===== config.mk =====
export PLATFORM = sky130hd
export DESIGN_NAME = mem_port_arbiter
export DESIGN_NICKNAME = d
export VERILOG_FILES = /design/src/rtl/core_pkg.sv /design/src/rtl/mem_arb_timer.sv /design/src/rtl/mem_port_arbiter.sv
export SDC_FILE = /design/constraint.sdc
export NUM_CORES = 1
export LEC_CHECK = 0
export CELL_PAD_IN_SITES_DETAIL_PLACEMENT = 1
export CELL_PAD_IN_SITES_GLOBAL_PLACEMENT = 1
export CORE_MARGIN = 3
export CORE_UTILIZATION = 25
export CTS_BUF_LIST = sky130_fd_sc_hd__clkbuf_4 sky130_fd_sc_hd__clkbuf_8 sky130_fd_sc_hd__clkbuf_16
export DETAILED_ROUTE_END_ITERATION = 8
export PLACE_DENSITY_LB_ADDON = 0.1
export SLEW_MARGIN = 20
export SYNTH_ARGS = -nofsm -noshare
export SYNTH_HDL_FRONTEND = slang
export SYNTH_HIERARCHICAL = 1
export SYNTH_SLANG_ARGS = --single-unit

===== constraint.sdc =====
create_clock -name clk -period 2.2 [get_ports clk]
set_input_delay 0.44 -clock clk [delete_from_list [all_inputs] [get_ports clk]]
set_output_delay 0.44 -clock clk [all_outputs]
set_load 0.01 [all_outputs]

===== src/rtl/core_pkg.sv =====
// rtl/core_pkg.sv - shared types and defaults for the memory port arbiter
package core_pkg;

    typedef enum logic [1:0] {
        IDLE     = 2'd0,
        REQ      = 2'd1,
        WAIT_RSP = 2'd2
    } arb_state_e;

    typedef enum logic {
        OWN_IF  = 1'b0,
        OWN_LSU = 1'b1
    } arb_owner_e;

    localparam int MEM_ARB_MAX_WAIT = 15;

endpackage


===== src/rtl/mem_arb_timer.sv =====
// rtl/mem_arb_timer.sv - response wait counter; flags timeout after MAX_WAIT idle cycles
import core_pkg::*;

module mem_arb_timer #(
    parameter int MAX_WAIT = MEM_ARB_MAX_WAIT
) (
    input  logic clk,
    input  logic rst_n,
    input  logic i_en,
    output logic o_timeout
);

    localparam int CW = (MAX_WAIT < 1) ? 1 : $clog2(MAX_WAIT + 1);
    localparam logic [CW-1:0] LIMIT = CW'(MAX_WAIT);

    logic [CW-1:0] r_count;

    // Counter is held at zero outside the wait window, so it restarts on every entry.
    always_ff @(posedge clk or negedge rst_n) begin
        if (!rst_n) begin
            r_count <= '0;
        end else if (!i_en) begin
            r_count <= '0;
        end else if (r_count != LIMIT) begin
            r_count <= r_count + 1'b1;
        end
    end

    assign o_timeout = i_en && (r_count == LIMIT);

endmodule


===== src/rtl/mem_port_arbiter.sv =====
// rtl/mem_port_arbiter.sv - arbitrates fetch and LSU onto one memory port
// MEM_ARB_ROUND_ROBIN_EN selects round-robin on conflict; default is LSU fixed priority.
import core_pkg::*;

module mem_port_arbiter #(
    parameter int MAX_WAIT = MEM_ARB_MAX_WAIT
) (
    input  logic        clk,
    input  logic        rst_n,
    input  logic        if_req_i,
    input  logic [31:0] if_addr_i,
    output logic        if_gnt_o,
    output logic        if_rvalid_o,
    output logic        if_err_o,
    output logic [31:0] if_rdata_o,
    input  logic        lsu_req_i,
    input  logic        lsu_we_i,
    input  logic [3:0]  lsu_be_i,
    input  logic [31:0] lsu_addr_i,
    input  logic [31:0] lsu_wdata_i,
    output logic        lsu_gnt_o,
    output logic        lsu_rvalid_o,
    output logic        lsu_err_o,
    output logic [31:0] lsu_rdata_o,
    output logic        mem_req_o,
    output logic        mem_we_o,
    output logic [3:0]  mem_be_o,
    output logic [31:0] mem_addr_o,
    output logic [31:0] mem_wdata_o,
    input  logic        mem_gnt_i,
    input  logic        mem_rvalid_i,
    input  logic [31:0] mem_rdata_i
);

    arb_state_e  r_state;
    arb_state_e  w_state_nxt;
    arb_owner_e  r_owner;
    arb_owner_e  w_win;
    logic        w_grant;
    logic        w_timeout;
    logic        w_rvalid;
    logic        w_err;
    logic [31:0] w_rdata;
    logic        r_we;
    logic [3:0]  r_be;
    logic [31:0] r_addr;
    logic [31:0] r_wdata;

`ifdef MEM_ARB_ROUND_ROBIN_EN
    arb_owner_e  r_last_win;

    always_ff @(posedge clk or negedge rst_n) begin
        if (!rst_n) begin
            r_last_win <= OWN_IF;
        end else if (w_grant) begin
            r_last_win <= w_win;
        end
    end

    assign w_win = (lsu_req_i && (!if_req_i || r_last_win == OWN_IF)) ? OWN_LSU : OWN_IF;
`else
    assign w_win = lsu_req_i ? OWN_LSU : OWN_IF;
`endif

    mem_arb_timer #(
        .MAX_WAIT (MAX_WAIT)
    ) u_timer (
        .clk       (clk),
        .rst_n     (rst_n),
        .i_en      (r_state == WAIT_RSP),
        .o_timeout (w_timeout)
    );

    always_ff @(posedge clk or negedge rst_n) begin
        if (!rst_n) begin
            r_state <= IDLE;
        end else begin
            r_state <= w_state_nxt;
        end
    end

    always_comb begin
        w_state_nxt = r_state;
        w_grant     = 1'b0;
        w_rvalid    = 1'b0;
        w_err       = 1'b0;
        w_rdata     = '0;
        case (r_state)
            IDLE: begin
                if (if_req_i || lsu_req_i) begin
                    w_grant     = 1'b1;
                    w_state_nxt = REQ;
                end
            end
            REQ: begin
                if (mem_gnt_i) begin
                    w_state_nxt = WAIT_RSP;
                end
            end
            WAIT_RSP: begin
                w_err   = w_timeout && !mem_rvalid_i;
                w_rdata = w_err ? 32'h0 : mem_rdata_i;
                if (mem_rvalid_i || w_timeout) begin
                    w_rvalid    = 1'b1;
                    w_state_nxt = IDLE;
                end
            end
            default: w_state_nxt = IDLE;
        endcase
    end

    // Fetch requests are normalised to a full-word read when captured.
    always_ff @(posedge clk or negedge rst_n) begin
        if (!rst_n) begin
            r_owner <= OWN_IF;
            r_we    <= 1'b0;
            r_be    <= 4'h0;
            r_addr  <= '0;
            r_wdata <= '0;
        end else if (w_grant) begin
            r_owner <= w_win;
            if (w_win == OWN_LSU) begin
                r_we    <= lsu_we_i;
                r_be    <= lsu_be_i;
                r_addr  <= lsu_addr_i;
                r_wdata <= lsu_wdata_i;
            end else begin
                r_we    <= 1'b0;
                r_be    <= 4'hF;
                r_addr  <= if_addr_i;
                r_wdata <= '0;
            end
        end
    end

    // Grants are combinational on requests, so reset must mask them directly.
    assign if_gnt_o     = rst_n && w_grant && (w_win == OWN_IF);
    assign lsu_gnt_o    = rst_n && w_grant && (w_win == OWN_LSU);

    assign if_rvalid_o  = w_rvalid && (r_owner == OWN_IF);
    assign if_err_o     = w_err    && (r_owner == OWN_IF);
    assign if_rdata_o   = (r_owner == OWN_IF)  ? w_rdata : 32'h0;
    assign lsu_rvalid_o = w_rvalid && (r_owner == OWN_LSU);
    assign lsu_err_o    = w_err    && (r_owner == OWN_LSU);
    assign lsu_rdata_o  = (r_owner == OWN_LSU) ? w_rdata : 32'h0;

    assign mem_req_o    = (r_state == REQ);
    assign mem_we_o     = r_we;
    assign mem_be_o     = r_be;
    assign mem_addr_o   = r_addr;
    assign mem_wdata_o  = r_wdata;

endmodule


==> results of run 1 <==
==> layout make-up <==
type | count | area (um^2) | share of cell area, %
clock inverters | 6 | 95.1 | 1.30
well taps | 180 | 225 | 3.08
clock buffers | 10 | 239 | 3.27
inverters | 3 | 11.3 | 0.154
flip-flops and latches | 76 | 1900 | 26.0
repair buffers | 313 | 3050 | 41.7
multi-input cells | 202 | 1790 | 24.5
==> layout by cell type (no fill, tap or decap), drive strengths merged, types with 2 or more instances in the layout <==
master	synthesis	final
buf	15	101
mux2	64	64
mux2i	2	2
dlygate4sd2	0	3
bufinv	0	2
nor3	3	3
clkbuf	6	13
nor2	5	5
a22o	34	34
inv	3	5
o21ai	3	3
clkinvlp	0	2
dfrtp	76	76
o22a	4	4
clkdlybuf4s50	0	205
and3	2	2
nand2	4	4
nand2b	5	5
and2	66	66
==> power breakdown <==
part	internal, W	switching (W)
Combinational	0.00251	0.00168
Sequential	0.00203	0.000341
Clock	0.00104	0.000603
==> timing repair <==
action                                  4_1_cts  5_1_grt
resized for setup                           327       23
buffers inserted                              7        2
pin swaps                                    29        7
endpoints found under the setup margin       70       70
gates cloned                                  4        1
==> metrics by stage <==
stage               total power, W  std cells
floorplan                  0.00408        302
global placement           0.00632        762
detailed placement         0.00641        762
CTS                        0.00832        789
global route               0.00871        790
finish                     0.00820        790
==> registers in the layout (all words and copies together), names as in the netlist <==
| signal | count |
|---|---|
| u_timer/r_count | 4 |
| mem_addr_o | 32 |
| mem_we_o | 1 |
| r_state | 2 |
| r_owner | 1 |
| mem_wdata_o | 32 |
| mem_be_o | 4 |
==> worst paths after layout <==
kind / start / endpoint / slack [ns] / cells after the start
setup / recovery: u_timer/r_count[1] / if_rdata_o[17] / -0.34 / 10
min in group clk: mem_addr_o[4] / mem_addr_o[4] / 0.49 / 1
max in group asynchronous: rst_n / mem_wdata_o[0] / 1.45 / 2
setup reg to reg: r_state[1] / mem_addr_o[24] / 0.51 / 6
hold / removal: rst_n / mem_addr_o[26] / 0.09 / 2
hold reg to reg: mem_addr_o[4] / mem_addr_o[4] / 0.49 / 1
==> cells by family after synthesis <==
family          after synthesis  share of synthesized area [%]
fa+ha+maj                     1                          0.336
buf+inv                      24                           3.66
flops                        76                           51.0
simple gates                 89                           14.6
compound gates               46                           10.5
mux                          66                           19.9
==> routing by layer <==
layer,up-vias,wire [um],track usage (%)
met5,-,0,0
met4,0,285,5.81
met3,18,1630,7.63
met2,172,8010,33.5
met1,1749,5570,19.6
li1,1670,-,-
==> flow_metrics.env, run 1 <==
export IMPL_timing_max_cap_violations=0
export IMPL_synth_most_common_cell="dfrtp_1"
export IMPL_num_io_pins=279
export IMPL_die_y_um=128
export IMPL_grt_overflow=0
export IMPL_layout_drive_gt1_share_pct=36.1
export IMPL_ys_flop_type="dfrtp_1"
export IMPL_grt_max_degree=58
export IMPL_hold_violations=0
export IMPL_violations="setup timing"
export IMPL_finalNetCount=745
export IMPL_rows=43
export IMPL_grt_pass1_vias=4042
export IMPL_rsz0062_at_grt="true"
export IMPL_crit_path_top_delay_cell="dfrtp_1"
export IMPL_cp_required_ns=1.76
export IMPL_synthTopCellsByCount="dfrtp_1 (76), and2_1 (66), mux2_2 (58)"
export IMPL_syn2layout_area_growth_pct=96.1
export IMPL_ys_seq_area_share_pct=51.0
export IMPL_syn_cell_area_um2=3730
export IMPL_final_min_clock_period_ns=2.54
export IMPL_yosys_area_top_type_share_pct=51.0
export IMPL_port_buffers=278
export IMPL_post_route_period_util_pct=116
export IMPL_die_x_um=128
export IMPL_cp_arrival_ns=2.10
export IMPL_placed_area_um2=6810
export IMPL_cts_sinks=76
export IMPL_root_buffer="clkbuf_16"
export IMPL_yosysTopAreaCell="dfrtp_1"
export IMPL_max_slew_margin_pct=52.2
export IMPL_synthArstFlopShare_pct=100
export IMPL_status="complete, but fails checks"
export IMPL_n_fill_cell=1533
export IMPL_yosysWarnings=6
export IMPL_tns_ns=-17.40
export IMPL_antenna_cells=0
export IMPL_grtUsageTotal_pct=18.5
export IMPL_ir_drop_mv=0.468
export IMPL_setup_viol_count_final=66
export IMPL_syn_instance_count=302
export IMPL_start_util_pct=26.2
export IMPL_first_iter_violations=117
export IMPL_numCtsBuffers=9
export IMPL_synth_area_leaders="dfrtp_1 (51%), mux2_2 (18%), and2_1 (11%)"
export IMPL_vias_per_cell=4.57
export IMPL_leakage_nw=3.26
export IMPL_ys_types=32
export IMPL_via_count=3609
export IMPL_critical_path_top_delay_family="simple AND/OR/NAND/NOR gates"
export IMPL_fin_util_pct=51.5
export IMPL_drt_pass1_iter_count=4
export IMPL_ys_ff_latch=76
export IMPL_hold_buffers=0
export IMPL_post_route_cell_area_um2=7310
export IMPL_wl_mm=15.5
export IMPL_timing_hold_ws_ns=0.0924
export IMPL_fin_ws_ns=-0.342
export IMPL_dp_hpwl_mm=11.7
export IMPL_powerDensity_nw_per_um2=1120
export IMPL_cts_tree="done"
export IMPL_avgSynthCellArea_um2=12.3
export IMPL_htreeDepth=3
export IMPL_worstPathCellList="ha_2 > and3_4 > and2_4 > nor2b_4 > nor3_2 > buf_4 > buf_12 > clkbuf_16 > and2_1 > buf_2"
export IMPL_ctsLongestPathBuffers=2
export IMPL_crit_type="register to primary output"
export IMPL_finClkSkew_ns=0.00492
export IMPL_crit_buf_inv=4
export IMPL_gp_congestion=0.794
export IMPL_dieArea_um2=16400
export IMPL_worstMarginPinSlew_ns=0.716
export IMPL_drv_slew=0
export IMPL_grt_pass1_wl_mm=23.3
export IMPL_worstPathMaxFanout=8
export IMPL_clk_pin_slew_ns=0.06
export IMPL_cp_start_kind="register"
export IMPL_max_freq_mhz=393
export IMPL_insertion_delay_ns=0.34
export IMPL_antenna_found_initial=0
export IMPL_synth_edf_count=0
export IMPL_core_area_um2=14200
export IMPL_drc_errors=0
export IMPL_dpl_worst_slack_ns=-0.418
export IMPL_routedWlPerCell_um=19.6
export IMPL_ant_nets=0
export IMPL_syn_nets=442
export IMPL_hp_class="primary input to async pin"
export IMPL_critPathMaxStageDelay_ns=0.35
export IMPL_end_kind="primary output"
Note: power is estimated with default switching activity, not from simulation.
==> run 2, diff against run 1 <==
--- a/config.mk
+++ b/config.mk
@@ -11,6 +11,7 @@
 export CORE_UTILIZATION = 25
 export CTS_BUF_LIST = sky130_fd_sc_hd__clkbuf_4 sky130_fd_sc_hd__clkbuf_8 sky130_fd_sc_hd__clkbuf_16
 export DETAILED_ROUTE_END_ITERATION = 8
+export HOLD_SLACK_MARGIN = 0.15
 export PLACE_DENSITY_LB_ADDON = 0.1
 export SLEW_MARGIN = 20
 export SYNTH_ARGS = -nofsm -noshare
==> run 2 against run 1 <==
- the run still ends with setup timing left
- cell area rose by 0.14%
- critical path depth stayed put
- wire length is essentially flat
- critical endpoint unchanged
==> flow_metrics.env, run 2 (synthesized netlist as in run 1, its figures left out) <==
export IMPL_worstPathMaxFanout=8
export IMPL_port_buffers=278
export IMPL_vias_per_cell=4.58
export IMPL_violations="setup timing"
export IMPL_drt_pass1_iter_count=4
export IMPL_cts_tree="done"
export IMPL_ant_nets=0
export IMPL_num_io_pins=279
export IMPL_grt_overflow=0
export IMPL_reg2reg_to="mem_addr_o[24]"
export IMPL_r2r_start="r_state[1]"
export IMPL_ir_drop_mv=0.468
export IMPL_rows=43
export IMPL_cp_arrival_ns=2.10
export IMPL_max_freq_mhz=393
export IMPL_dp_cells=762
export IMPL_finClkSkew_ns=0.00486
export IMPL_via_count=3622
export IMPL_htreeDepth=3
export IMPL_root_buffer="clkbuf_16"
export IMPL_crit_type="register to primary output"
export IMPL_fin_ws_ns=-0.343
export IMPL_power_frac_seq_pct=28.9
export IMPL_ctsLongestPathBuffers=2
export IMPL_rrSetupSlack_ns=0.51
export IMPL_tns_ns=-17.37
export IMPL_p_sw_share_pct=32.0
export IMPL_core_area_um2=14200
export IMPL_status="complete, but fails checks"
export IMPL_n_fill_cell=1533
export IMPL_grt_pass1_vias=4054
export IMPL_placed_area_um2=6810
export IMPL_rsz0062_at_grt="true"
export IMPL_wl_mm=15.5
export IMPL_fin_cells=791
export IMPL_endpoint="if_rdata_o[17]"
export IMPL_gp_congestion=0.794
export IMPL_antenna_cells=0
export IMPL_start_util_pct=26.2
export IMPL_end_kind="primary output"
export IMPL_post_route_cell_area_um2=7320
export IMPL_die_x_um=128
export IMPL_max_slew_margin_pct=52.3
export IMPL_clk_pin_slew_ns=0.06
export IMPL_timing_hold_ws_ns=0.493
export IMPL_crit_path_top_delay_cell="dfrtp_1"
export IMPL_insertion_delay_ns=0.34
export IMPL_cp_startpoint="u_timer/r_count[1]"
export IMPL_antenna_found_initial=0
export IMPL_hold_violations=0
export IMPL_hp_class="register to register"
export IMPL_power_switching_w=0.00263
export IMPL_worstPathCellList="ha_2 > and3_4 > and2_4 > nor2b_4 > nor3_2 > buf_4 > buf_12 > clkbuf_16 > and2_1 > buf_2"
export IMPL_dieArea_um2=16400
export IMPL_drv_slew=0
export IMPL_cp_start_kind="register"
export IMPL_combPwrFrac_pct=51.2
export IMPL_cp_required_ns=1.76
export IMPL_timing_max_cap_violations=0
export IMPL_leakage_nw=3.26
export IMPL_internal_power_w=0.00558
export IMPL_cts_sinks=76
export IMPL_first_iter_violations=101
export IMPL_numCtsBuffers=9
export IMPL_routedWlPerCell_um=19.6
export IMPL_post_route_period_util_pct=116
export IMPL_setup_viol_count_final=66
export IMPL_drc_errors=0
export IMPL_powerDensity_nw_per_um2=1120
export IMPL_grt_pass1_wl_mm=23.3
export IMPL_syn2layout_area_growth_pct=96.4
export IMPL_worst_r2r_cell_count=6
export IMPL_grtUsageTotal_pct=18.5
export IMPL_grt_max_degree=58
export IMPL_die_y_um=128
export IMPL_final_common_cell="clkdlybuf4s50_1"
export IMPL_finalNetCount=746
export IMPL_final_cell_mix="clkdlybuf4s50_1 (205), dfrtp_1 (76), mux2_2 (58)"
export IMPL_critPathMaxStageDelay_ns=0.35
export IMPL_dp_hpwl_mm=11.7
export IMPL_layout_drive_gt1_share_pct=36.0
export IMPL_power_w=0.00820
export IMPL_p_clk_share_pct=20.0
export IMPL_final_min_clock_period_ns=2.54
export IMPL_worstMarginPinSlew_ns=0.715
==> run 2: changes by cell type in the layout (fill, tap and decap cells not counted), sizes merged <==
cell         previous run  this run
dlygate4sd3             0         1
==> run 2: per-layer routing <==
metal  part of all wire, %  vias to the layer above  wire length, um  global-route usage [%]
li1                      -                     1671                -                       -
met1                    36                     1757             5550                    19.7
met2                    52                      176             8040                    33.5
met3                    10                       18             1620                    7.50
met4                   1.8                        0              285                    5.81
met5                     0                        -                0                       0
==> run 2: how the worst min path moves through the flow <==
| stage | from | end | depth (start not counted) |
|---|---|---|---|
| 4_1_cts | mem_addr_o[5] | mem_addr_o[5] | 1 |
| 5_1_grt | mem_addr_o[26] | mem_addr_o[26] | 1 |
| 2_1_floorplan | rst_n | mem_addr_o[0] | 0 |
| 3_5_place_dp | rst_n | u_timer/r_count[3] | 2 |
| 6_report | mem_addr_o[4] | mem_addr_o[4] | 1 |
| 3_3_place_gp | rst_n | mem_addr_o[26] | 2 |
==> run 2: repair_timing <==
| item | 4_1_cts | 5_1_grt |
|---|---|---|
| cloned | 4 | 1 |
| pin swaps | 29 | 7 |
| gates resized for setup | 327 | 23 |
| hold buffers | 1 | 0 |
| setup endpoints to repair | 70 | 70 |
| endpoints found under the hold margin | 19 | 0 |
| setup buffers | 7 | 2 |
==> run 2: power groups by stage <==
stage	logic, W	clock network [W]	registers, W
after floorplan	0.00144	0	0.00264
final	0.00420	0.00164	0.00237
after global routing	0.00450	0.00174	0.00247
after CTS	0.00425	0.00170	0.00238
after detailed placement	0.00404	0	0.00238
after global placement	0.00396	0	0.00235
==> run 2: cell type report <==
cell class / count / area, um^2 / share of cell area [%]
inverter: 3 / 11.3 / 0.154
clock buffer: 10 / 239 / 3.26
timing repair buffer: 314 / 3060 / 41.8
tap: 180 / 225 / 3.08
clock inverter: 6 / 95.1 / 1.30
sequential: 76 / 1900 / 26.0
multi-input combinational: 202 / 1790 / 24.4
==> run 2: through the flow <==
step / worst slack, ns / utilization [%]
floorplan: 0.0425 / -
global placement: -0.386 / 48.0
detailed placement: -0.418 / 48.0
CTS: -0.346 / 51.1
global route: -0.459 / 51.5
finish: -0.343 / 51.5
==> run 2: critical path: cells and delay by family (launching register included) <==
kind          cells  cell delay [ns]
fa+ha+maj         1             0.18
buf+inv           4             0.56
flops             1             0.35
simple gates      5             0.67
